### config.mk
export PLATFORM = sky130hd
export DESIGN_NAME = transpose_tile_sched
export DESIGN_NICKNAME = d
export VERILOG_FILES = /design/src/rtl/transpose_tile_sched.sv
export SDC_FILE = /design/constraint.sdc
export NUM_CORES = 1
export LEC_CHECK = 0
export CELL_PAD_IN_SITES_DETAIL_PLACEMENT = 1
export CELL_PAD_IN_SITES_GLOBAL_PLACEMENT = 2
export CORE_ASPECT_RATIO = 1.4
export CORE_MARGIN = 5
export CORE_UTILIZATION = 34
export DETAILED_ROUTE_END_ITERATION = 16
export PLACE_DENSITY_LB_ADDON = 0.05
export SYNTH_ARGS = -nofsm -noshare
export SYNTH_HDL_FRONTEND = slang
export SYNTH_SLANG_ARGS = --single-unit
### constraint.sdc
create_clock -name clk -period 8.6 [get_ports clk]
set_clock_uncertainty 0.05 [all_clocks]
set_input_delay 0.86 -clock clk [delete_from_list [all_inputs] [get_ports clk]]
set_output_delay 0.86 -clock clk [all_outputs]
set_load 0.005 [all_outputs]
### src/rtl/transpose_tile_sched.sv
// transpose_tile_sched: walks win x ch_slices in TOUT x TOUT tiles, issuing ping-pong read and write burst commands
module transpose_tile_sched #(
  parameter int TOUT = 32,
  parameter int PIX_BYTES = 32,
  parameter int DIM_W = 16,
  parameter int ADDR_W = 32
) (
  input  logic              clk,
  input  logic              rst,
  input  logic              start,
  input  logic [DIM_W-1:0]  win,
  input  logic [DIM_W-1:0]  ch_slices,
  input  logic [ADDR_W-1:0] in_base,
  input  logic [ADDR_W-1:0] in_surface_stride,
  input  logic [ADDR_W-1:0] out_base,
  output logic              busy,
  output logic              done,
  output logic              rd_cmd_valid,
  input  logic              rd_cmd_ready,
  output logic [ADDR_W-1:0] rd_cmd_addr,
  output logic [7:0]        rd_cmd_len,
  output logic              rd_cmd_buf,
  input  logic              rd_tile_done,
  output logic              wr_cmd_valid,
  input  logic              wr_cmd_ready,
  output logic [ADDR_W-1:0] wr_cmd_addr,
  output logic [7:0]        wr_cmd_len,
  output logic              wr_cmd_buf,
  input  logic              wr_tile_done
);
  typedef enum logic [1:0] {IDLE, RUN, DRAIN, DONE} state_t;
  localparam int CW = 2 * DIM_W;
  localparam logic [ADDR_W-1:0] TILE = ADDR_W'(TOUT * PIX_BYTES);
  localparam logic [DIM_W-1:0] TOUT_D = DIM_W'(TOUT);
  state_t state, state_nx;
  logic [DIM_W-1:0] ch_r, ci, rem;
  logic [ADDR_W-1:0] stride_r, col_base, rd_addr, wr_addr;
  logic [CW-1:0] rd_cnt, wr_done_cnt;
  logic [1:0] occ, rd_pend, filled, wr_pend;
  logic empty, rd_buf, wr_buf, rd_acc, wr_acc, rd_done_v, wr_done_v, ci_last, last_rd;

  assign rd_acc = rd_cmd_valid && rd_cmd_ready;
  assign wr_acc = wr_cmd_valid && wr_cmd_ready;
  // completion pulses with nothing outstanding are protocol errors and dropped
  assign rd_done_v = rd_tile_done && rd_pend != 2'd0 && state != IDLE;
  assign wr_done_v = wr_tile_done && wr_pend != 2'd0 && state != IDLE;
  assign ci_last = ci == ch_r - DIM_W'(1);
  assign last_rd = ci_last && rem <= TOUT_D;

  assign busy = state != IDLE;
  assign done = state == DONE;
  assign rd_cmd_valid = state == RUN && !empty && occ != 2'd2;
  assign rd_cmd_addr = rd_addr;
  assign rd_cmd_len = rem >= TOUT_D ? 8'(TOUT - 1) : 8'(rem - DIM_W'(1));
  assign rd_cmd_buf = rd_buf;
  assign wr_cmd_valid = state != IDLE && filled != 2'd0;
  assign wr_cmd_addr = wr_addr;
  assign wr_cmd_len = 8'(TOUT - 1);
  assign wr_cmd_buf = wr_buf;

  always_comb begin
    state_nx = state;
    case (state)
      IDLE:  state_nx = start ? RUN : IDLE;
      RUN:   state_nx = empty ? DONE : (rd_acc && last_rd) ? DRAIN : RUN;
      DRAIN: state_nx = wr_done_cnt == rd_cnt ? DONE : DRAIN;
      DONE:  state_nx = IDLE;
      default: state_nx = IDLE;
    endcase
  end

  always_ff @(posedge clk) begin
    if (rst) begin
      state <= IDLE;
      ch_r <= '0;
      ci <= '0;
      rem <= '0;
      stride_r <= '0;
      col_base <= '0;
      rd_addr <= '0;
      wr_addr <= '0;
      rd_cnt <= '0;
      wr_done_cnt <= '0;
      occ <= '0;
      rd_pend <= '0;
      filled <= '0;
      wr_pend <= '0;
      empty <= 1'b0;
      rd_buf <= 1'b0;
      wr_buf <= 1'b0;
    end else begin
      state <= state_nx;
      if (state == IDLE) begin
        if (start) begin
          ch_r <= ch_slices;
          ci <= '0;
          rem <= win;
          stride_r <= in_surface_stride;
          col_base <= in_base;
          rd_addr <= in_base;
          wr_addr <= out_base;
          rd_cnt <= '0;
          wr_done_cnt <= '0;
          occ <= '0;
          rd_pend <= '0;
          filled <= '0;
          wr_pend <= '0;
          empty <= win == '0 || ch_slices == '0;
          rd_buf <= 1'b0;
          wr_buf <= 1'b0;
        end
      end else begin
        // rem tracks win - co*TOUT so the short last column needs no multiplier
        if (rd_acc) begin
          rd_buf <= ~rd_buf;
          rd_cnt <= rd_cnt + CW'(1);
          ci <= ci_last ? '0 : ci + DIM_W'(1);
          rd_addr <= ci_last ? col_base + TILE : rd_addr + stride_r;
          if (ci_last) begin
            col_base <= col_base + TILE;
            rem <= rem - TOUT_D;
          end
        end
        if (wr_acc) begin
          wr_buf <= ~wr_buf;
          wr_addr <= wr_addr + TILE;
        end
        if (wr_done_v) wr_done_cnt <= wr_done_cnt + CW'(1);
        occ <= occ + 2'(rd_acc) - 2'(wr_done_v);
        rd_pend <= rd_pend + 2'(rd_acc) - 2'(rd_done_v);
        filled <= filled + 2'(rd_done_v) - 2'(wr_acc);
        wr_pend <= wr_pend + 2'(wr_acc) - 2'(wr_done_v);
      end
    end
  end
endmodule

=== Word-level counts from Yosys, hierarchy flattened ===
Index checks and enable logic that the tools add are counted.

* Bits in registers: 253
* Bits of input ports: 135
* Output and inout bits: 86
* Logic and storage cells: 113

* Add/subtract/negate cells: 17
* Order comparisons: 2
* Equality and inequality tests: 7
* Muxes and demuxes: 39
* Bitwise gates (word level): 2
* Reductions and logical operators: 29

{| class="wikitable"
|+ Operators by type and width
! kind !! number
|-
| 32-bit 2-to-1 mux || 15
|-
| 16-bit 2-to-1 mux || 8
|-
| 32-bit by 1-bit adder with 32-bit output (second input constant) || 2
|-
| 32-bit by 11-bit adder with 32-bit output (second input constant) || 2
|-
| 32-bit adder || 1
|-
| 32-bit == test || 1
|-
| 16-bit zero test || 2
|-
| 16-bit by 1-bit adder with 16-bit output (second input constant) || 1
|-
| 16-bit == test || 1
|-
| 16-bit by 6-bit >= comparator with 1-bit output (second input constant) || 1
|-
| 16-bit by 6-bit less-or-equal comparator with 1-bit output (second input constant) || 1
|-
| 2-bit nonzero test || 8
|-
| 16-bit by 1-bit subtractor with 16-bit output (second input constant) || 1
|-
| 16-bit by 6-bit subtractor with 16-bit output (second input constant) || 1
|-
| 2-bit 2-to-1 mux || 7
|-
| 1-bit logical AND || 11
|-
| 2-bit by 1-bit adder with 2-bit output || 4
|-
| 8-bit 2-to-1 mux || 1
|-
| 2-bit one-hot mux with 4 select lines || 1
|-
| 2-bit AND reduction || 4
|-
| 2-bit by 1-bit subtractor with 2-bit output || 4
|-
| 8-bit by 1-bit subtractor with 8-bit output (second input constant) || 1
|-
| 1-bit 2-to-1 mux || 7
|-
| 2-bit == test (second input constant) || 2
|-
| 7 further kinds || 9
|}

=== Longest topological paths before layout ===
Gate-level depths: netlist (run 1).

* Word-level depth: 8
* Mapped depth: 14
* Depth with buffers taken out: 12

=== Least setup slack after synthesis (run 1) ===
Ideal clock, no wire load.

* Path kind: input-to-reg
* From: in start
* To: reg rd_cnt[31]
* Setup time: 0.071 ns
* Data arrival time: 2.925 ns
* Data required time: 8.479 ns
* Setup slack: 5.554 ns
* Stages: 8
* Buffers on the path: 1
* Cell sequence: nor3b_1 a31oi_1 and4bb_2 and2_1 clkbuf_1 nand4_1 or3_1 a21oi_1

* Cells in the longest elaborated chain, start to end: 2

{| class="wikitable"
|+ Ends and longest elaborated chain
! what !! line !! source
|-
| start, declared || 10 || <nowiki>input logic start,</nowiki>
|-
| 2-bit != test (no line) || - ||
|-
| 2-bit AND reduction (no line) || - ||
|-
| end signal, assigned || 116 || <nowiki>rd_cnt <= rd_cnt + CW'(1);</nowiki>
|-
| end, declared || 38 || <nowiki>logic [CW-1:0] rd_cnt, wr_done_cnt;</nowiki>
|}

Every way passes these cells.
A chain may end at the register's enable or synchronous reset.

=== Worst setup path after layout (run 1) ===
* From: reg ch_r[2]
* To: reg rem[10]

* Cells in the longest elaborated chain, start to end: 4

{| class="wikitable"
|+ Ends and longest elaborated chain
! what !! line !! source
|-
| start, declared || 36 || <nowiki>logic [DIM_W-1:0] ch_r, ci, rem;</nowiki>
|-
| start signal, assigned || 95 || <nowiki>ch_r <= ch_slices;</nowiki>
|-
| 16-bit by 1-bit subtractor with 16-bit output || 47 || <nowiki>assign ci_last = ci == ch_r - DIM_W'(1);</nowiki>
|-
| 16-bit == test || 47 ||
|-
| 2-bit nonzero test (no line) || - ||
|-
| 3-bit AND reduction (no line) || - ||
|-
| end signal, assigned || 97 || <nowiki>rem <= win;</nowiki>
|-
| end signal, assigned || 121 || <nowiki>rem <= rem - TOUT_D;</nowiki>
|-
| end, declared || 36 ||
|}

Every way passes these cells.

==> results of run 1 <==
## sequential cells by signal, indices dropped and copies added, names as in the netlist, 2 cells and up, named ones only
signal       count
ch_r            16
ci              16
stride_r        32
wr_pend          2
rd_cmd_addr     32
wr_done_cnt     32
rd_cnt          32
rd_pend          2
filled           2
col_base        32
rem             16
wr_cmd_addr     32
occ              2
## worst register-to-register path, cell delays in order (launching register included)
cell	delay, ps
dfxtp_1	370
nor4_1	830
nand2_1	190
o311ai_0	440
nor2_1	190
nor2_1	130
and3_2	800
o21a_1	1060
o21ai_0	240
a221oi_1	330
## cell usage after synthesis, types with 12 or more instances
cell	number	area (sq um)
nand2_1	286	1074
dfxtp_1	253	5065
a21oi_1	202	1011
nor2_1	200	750.7
nand3_1	89	445.4
clkbuf_1	87	326.6
xor2_1	78	683.2
o21ai_0	72	360.4
xnor2_1	61	534.3
ha_1	47	588.1
nand4_1	40	250.2
and3_1	31	193.9
inv_1	30	112.6
nor3_1	29	145.1
a211oi_1	27	202.7
nor4_1	23	143.9
or3_1	22	137.6
o21a_1	21	157.7
a21o_1	15	112.6
mux2i_1	15	150.1
a31oi_1	14	87.58
and2_1	13	81.33
o211ai_1	13	97.59
o22ai_1	12	75.07
## layout make-up
type | instances | area [sq um] | share of cell area, %
diodes | 5 | 12.51 | 0.06972
clock buffers | 42 | 887.1 | 4.943
clock inverters | 13 | 200.2 | 1.116
inverters | 31 | 117.6 | 0.6554
multi-input cells | 1486 | 8790 | 48.98
flip-flops and latches | 253 | 5065 | 28.22
well taps | 546 | 683.2 | 3.807
repair buffers | 221 | 2191 | 12.21
## per-layer routing
metal | up-vias | part of all wire [%]
met5 | - | 0
met4 | 0 | 2.5
met2 | 214 | 52
li1 | 6940 | -
met3 | 59 | 3.7
met1 | 6982 | 42
## stage by stage
step                      worst slack [ps]  total power [uW]
after floorplan                       5554              1738
after global placement                4098              2032
after detailed placement              3920              2044
after CTS                             3894              3472
after global routing                  3493              3591
final                                 3874              3423
## path summary, 6_finish.rpt
kind	depth (start not counted)	slack (ps)	to
max	9	3870	rem[10]
min reg2reg	2	410	wr_cmd_addr[8]
max reg2reg	9	3870	rem[10]
min	2	410	wr_cmd_addr[8]
## power breakdown
part	total, uW	internal (uW)	switching, uW
Combinational	691	298	393
Clock	1410	866	543
Sequential	1320	1240	80.1
## cells by family after synthesis
kind of cell	share of synthesized area (%)
simple gates	26.28
compound gates	20.40
flops	35.11
buf+inv	4.389
xor+xnor	8.439
fa+ha+maj	4.215
mux	1.119
other cells	0.05206
==> results.cfg, run 1 <==
[worst_setup_path]
crit_path_start = ch_r[2]
endpoint_kind = flop
cp_slowest_cell = o21a_1
path_cells = nor4_1 > nand2_1 > o311ai_0 > nor2_1 > nor2_1 > and3_2 > o21a_1 > o21ai_0 > a221oi_1
path_buf_inv = 0
start_kind = flop
rr_startpoint = ch_r[2]
arrival_ps = 5140
crit_required_ps = 9010
slowest_delay_ps = 1020
crit_fanout = 32
cp_common_cell = nor2_1
critical-path-top-delay-family = simple AND/OR/NAND/NOR gates
crit_type = reg2reg

[finish]
final_common_cell = nand2_1
drive_gt1_share_pct = 4.936
fin_cells = 2597
final_util_pct = 42.63
fin_nets = 2206
design_area_sq_um = 17950
fillers = 5114
final_cell_mix = 284 x nand2_1, 253 x dfxtp_1, 211 x clkdlybuf4s50_1
syn_to_final_growth_pct = 24.40

[cts]
ctsHoldBuffers = 0
clk_latency_ps = 570
cts_buffers = 30
htreeDepth = 1
cts_tree = done
clockBufferDepth = 3
postCtsSetupBuffers = 0
cts.clk_slew.worst_paths_ps = 60
cts_num_sinks = 253
ctsResizeCount = 0
ctsRootBufferMaster = clkbuf_16

[floorplan]
fp.dieW_um = 184.1
chipHeight_um = 253.7
io_pins = 221
dieArea_sq_um = 46710
core_sq_um = 42090
rows = 89
initial_core_util_pct = 34.27

[logic_synthesis]
synth_top_flop_cell = dfxtp_1
yosysSeqAreaShare_pct = 35.11
avgSynthCellArea_sq_um = 7.670
ys_types = 87
ys_ff_latch = 253
syn_inst = 1881
ys_async_sr_fraction_pct = 0
synth_edf_count = 0
syn_area_sq_um = 14430
yosys_warnings = 0

[power_and_ir_drop]
power_density_nw_per_um2 = 190.7
ir_worst_vdd_mv = 0.1403
power.leakage_uw = 0.006634

[routing]
drt_iter0_drc = 473
wl_um = 51810
drtPass1Iterations = 4
num_vias = 14200
vias_per_cell = 5.466
ant_nets = 0
drc_errors = 0
wl_per_cell_um = 19.95

[global_routing]
grt_pass1_wl_um = 80640
grt_busiest_layer = met2
grt-ovfl-total = 0
use_met3_pct = 2.878
met1_usage_pct = 24.88
antenna_found_initial = 6
grt_usage_pct = 21.31
grtUsageMet2_pct = 39.96
grt_pass1_vias = 14800
grt_max_degree = 90

[timing]
grt_setup_unrepaired = no
timing.final.crit_share_pct = 54.95
setup_viol = 0
hold_slack_ps = 405.9
slew_viol_final = 0
tightest_slew_ps = 1225
relSlewSlack_pct = 18.31
finalHoldViolCount = 0
fin_crit_ps = 4726
fin_setup_tns_ps = 0
fmax_mhz = 211.6

[placement]
dp_cells = 2537
dp_hpwl_um = 37760
placed_cell_area_sq_um = 16850
gp_congestion = 0.8279
numPortBuffers = 212

[hold_path]
min_path_type = reg2reg
hp-start = wr_cmd_addr[8]

[flow_run]
drv_cap = 0

[run_status]
status = complete, no violations
Power figures use the tool's default switching activity.
==> run 2, diff against run 1 <==
Settings changed: CORE_UTILIZATION 34 to 32.
Clock period 8.6 ns to 4.5 ns, I/O delays scaled along.
==> results.cfg, run 2 (synthesis gave the netlist of run 1 again) <==
[run_status]
status = complete, no violations

[timing]
relSlewSlack_pct = 33.09
grt_setup_unrepaired = no
fin_setup_tns_ps = 0
setup_viol = 0
finalHoldViolCount = 0
timing.final.crit_share_pct = 85.09
slew_viol_final = 0
fmax_mhz = 261.2
fin_crit_ps = 3829
timing.final.ws_setup_ps = 671.0
tightest_slew_ps = 1004

[power_and_ir_drop]
p_clk_share_pct = 40.0
power.internal_uw = 4472
power_density_nw_per_um2 = 358.2
ir_worst_vdd_mv = 0.1975
power.leakage_uw = 0.006660
sw_frac_of_total_pct = 30.59
p_sw_uw = 1971
combPwrFrac_pct = 20.7
total_power_uw = 6444
seqPwrFrac_pct = 39.3

[cts]
ctsHoldBuffers = 0
cts.clk_slew.worst_paths_ps = 60
postCtsSetupBuffers = 0
htreeDepth = 2
cts_num_sinks = 253
cts_tree = done
cts_buffers = 34
clockBufferDepth = 3
clk_latency_ps = 530
ctsRootBufferMaster = clkbuf_16
ctsResizeCount = 0

[routing]
drtPass1Iterations = 5
vias_per_cell = 5.409
ant_nets = 0
wl_per_cell_um = 19.94
drt_iter0_drc = 542
wl_um = 52330
drc_errors = 0
num_vias = 14190

[global_routing]
grt_pass1_wl_um = 80900
grt_pass1_vias = 14590
grt-ovfl-total = 0
grt_usage_pct = 20.32
antenna_found_initial = 5
grt_max_degree = 86

[finish]
final_cell_mix = 284 x nand2_1, 253 x dfxtp_1, 211 x clkdlybuf4s50_1
seq_area_sq_um = 5065
fin_cells = 2624
fin_nets = 2221
final_util_pct = 40.17
drive_gt1_share_pct = 5.202
multi_input_area_sq_um = 8790
fillers = 5407
final_common_cell = nand2_1
syn_to_final_growth_pct = 24.69

[floorplan]
chipHeight_um = 261.2
core_sq_um = 44780
rows = 92
fp.dieW_um = 189.5
initial_core_util_pct = 32.22
dieArea_sq_um = 49490
io_pins = 221

[worst_setup_path]
endpoint_kind = flop
arrival_ps = 4200
start_kind = flop
crit_type = reg2reg
crit_fanout = 20
crit_required_ps = 4870

[placement]
dp_hpwl_um = 38150
numPortBuffers = 212
gp_congestion = 0.8147
pre_cts_slack_ps = 691.8
dp_cells = 2566

[flow_run]
drv_cap = 0

[hold_path]
min_path_type = in2reg
run 2: cell count changes in the layout (fill, tap and decap cells not counted), sizes merged:
cell,previous run,this run
clkbuf,42,47
buf,10,21
clkinvlp,1,0
diode,5,3
inv,30,33
bufinv,5,1
clkinv,8,5
run 2: layout make-up:
type / count / share of cell area (%)
Tap cell: 564 / 3.923
Antenna cell: 3 / 0.04173
Clock inverter: 8 / 0.5008
Multi-Input combinational cell: 1486 / 48.86
Inverter: 31 / 0.6538
Timing Repair Buffer: 232 / 12.64
Sequential cell: 253 / 28.16
Clock buffer: 47 / 5.224
run 2: path summary, 6_finish.rpt:
check                                     from              end  slack (ps)  cells after the start
worst max-delay path                   ch_r[0]          rem[10]         670                     11
worst min-delay path                       rst  wr_done_cnt[14]         260                      2
worst max register to register         ch_r[0]          rem[10]         670                     11
worst min register to register  wr_cmd_addr[2]   wr_cmd_addr[2]         400                      2
run 2: metrics by stage:
stage	hold WS [ps]	area, sq um
finish	259.8	17990
global route	270.8	17990
CTS	249.4	17980
detailed placement	399.8	16950
global placement	392.1	16950
floorplan	386.0	14450
run 2: metal layers:
metal  share of wire [%]  up-vias  global-route usage, %
li1                    -     6965                      -
met1                  42     6919                  24.14
met2                  51      236                  37.36
met3                 3.6       69                  3.453
met4                 2.4        4                  6.152
met5               0.065        -                      0
run 2: power by group through the flow:
stage	Sequential (uW)	Combinational [uW]	Clock [uW]
after floorplan	2520	798	0
after global placement	2580	1330	0
after detailed placement	2580	1340	0
after CTS	2530	1350	2680
after global routing	2550	1470	2770
final	2530	1330	2580
run 2: critical path: stages (launching register included):
cell and delay, ps:
dfxtp_1 420, inv_1 80, ha_1 270, and2b_1 190, or3_1 370, a311oi_1 530, nand3_1 130, nor2_1 100
and3_2 390, o21a_1 670, o21ai_0 200, a221oi_1 310
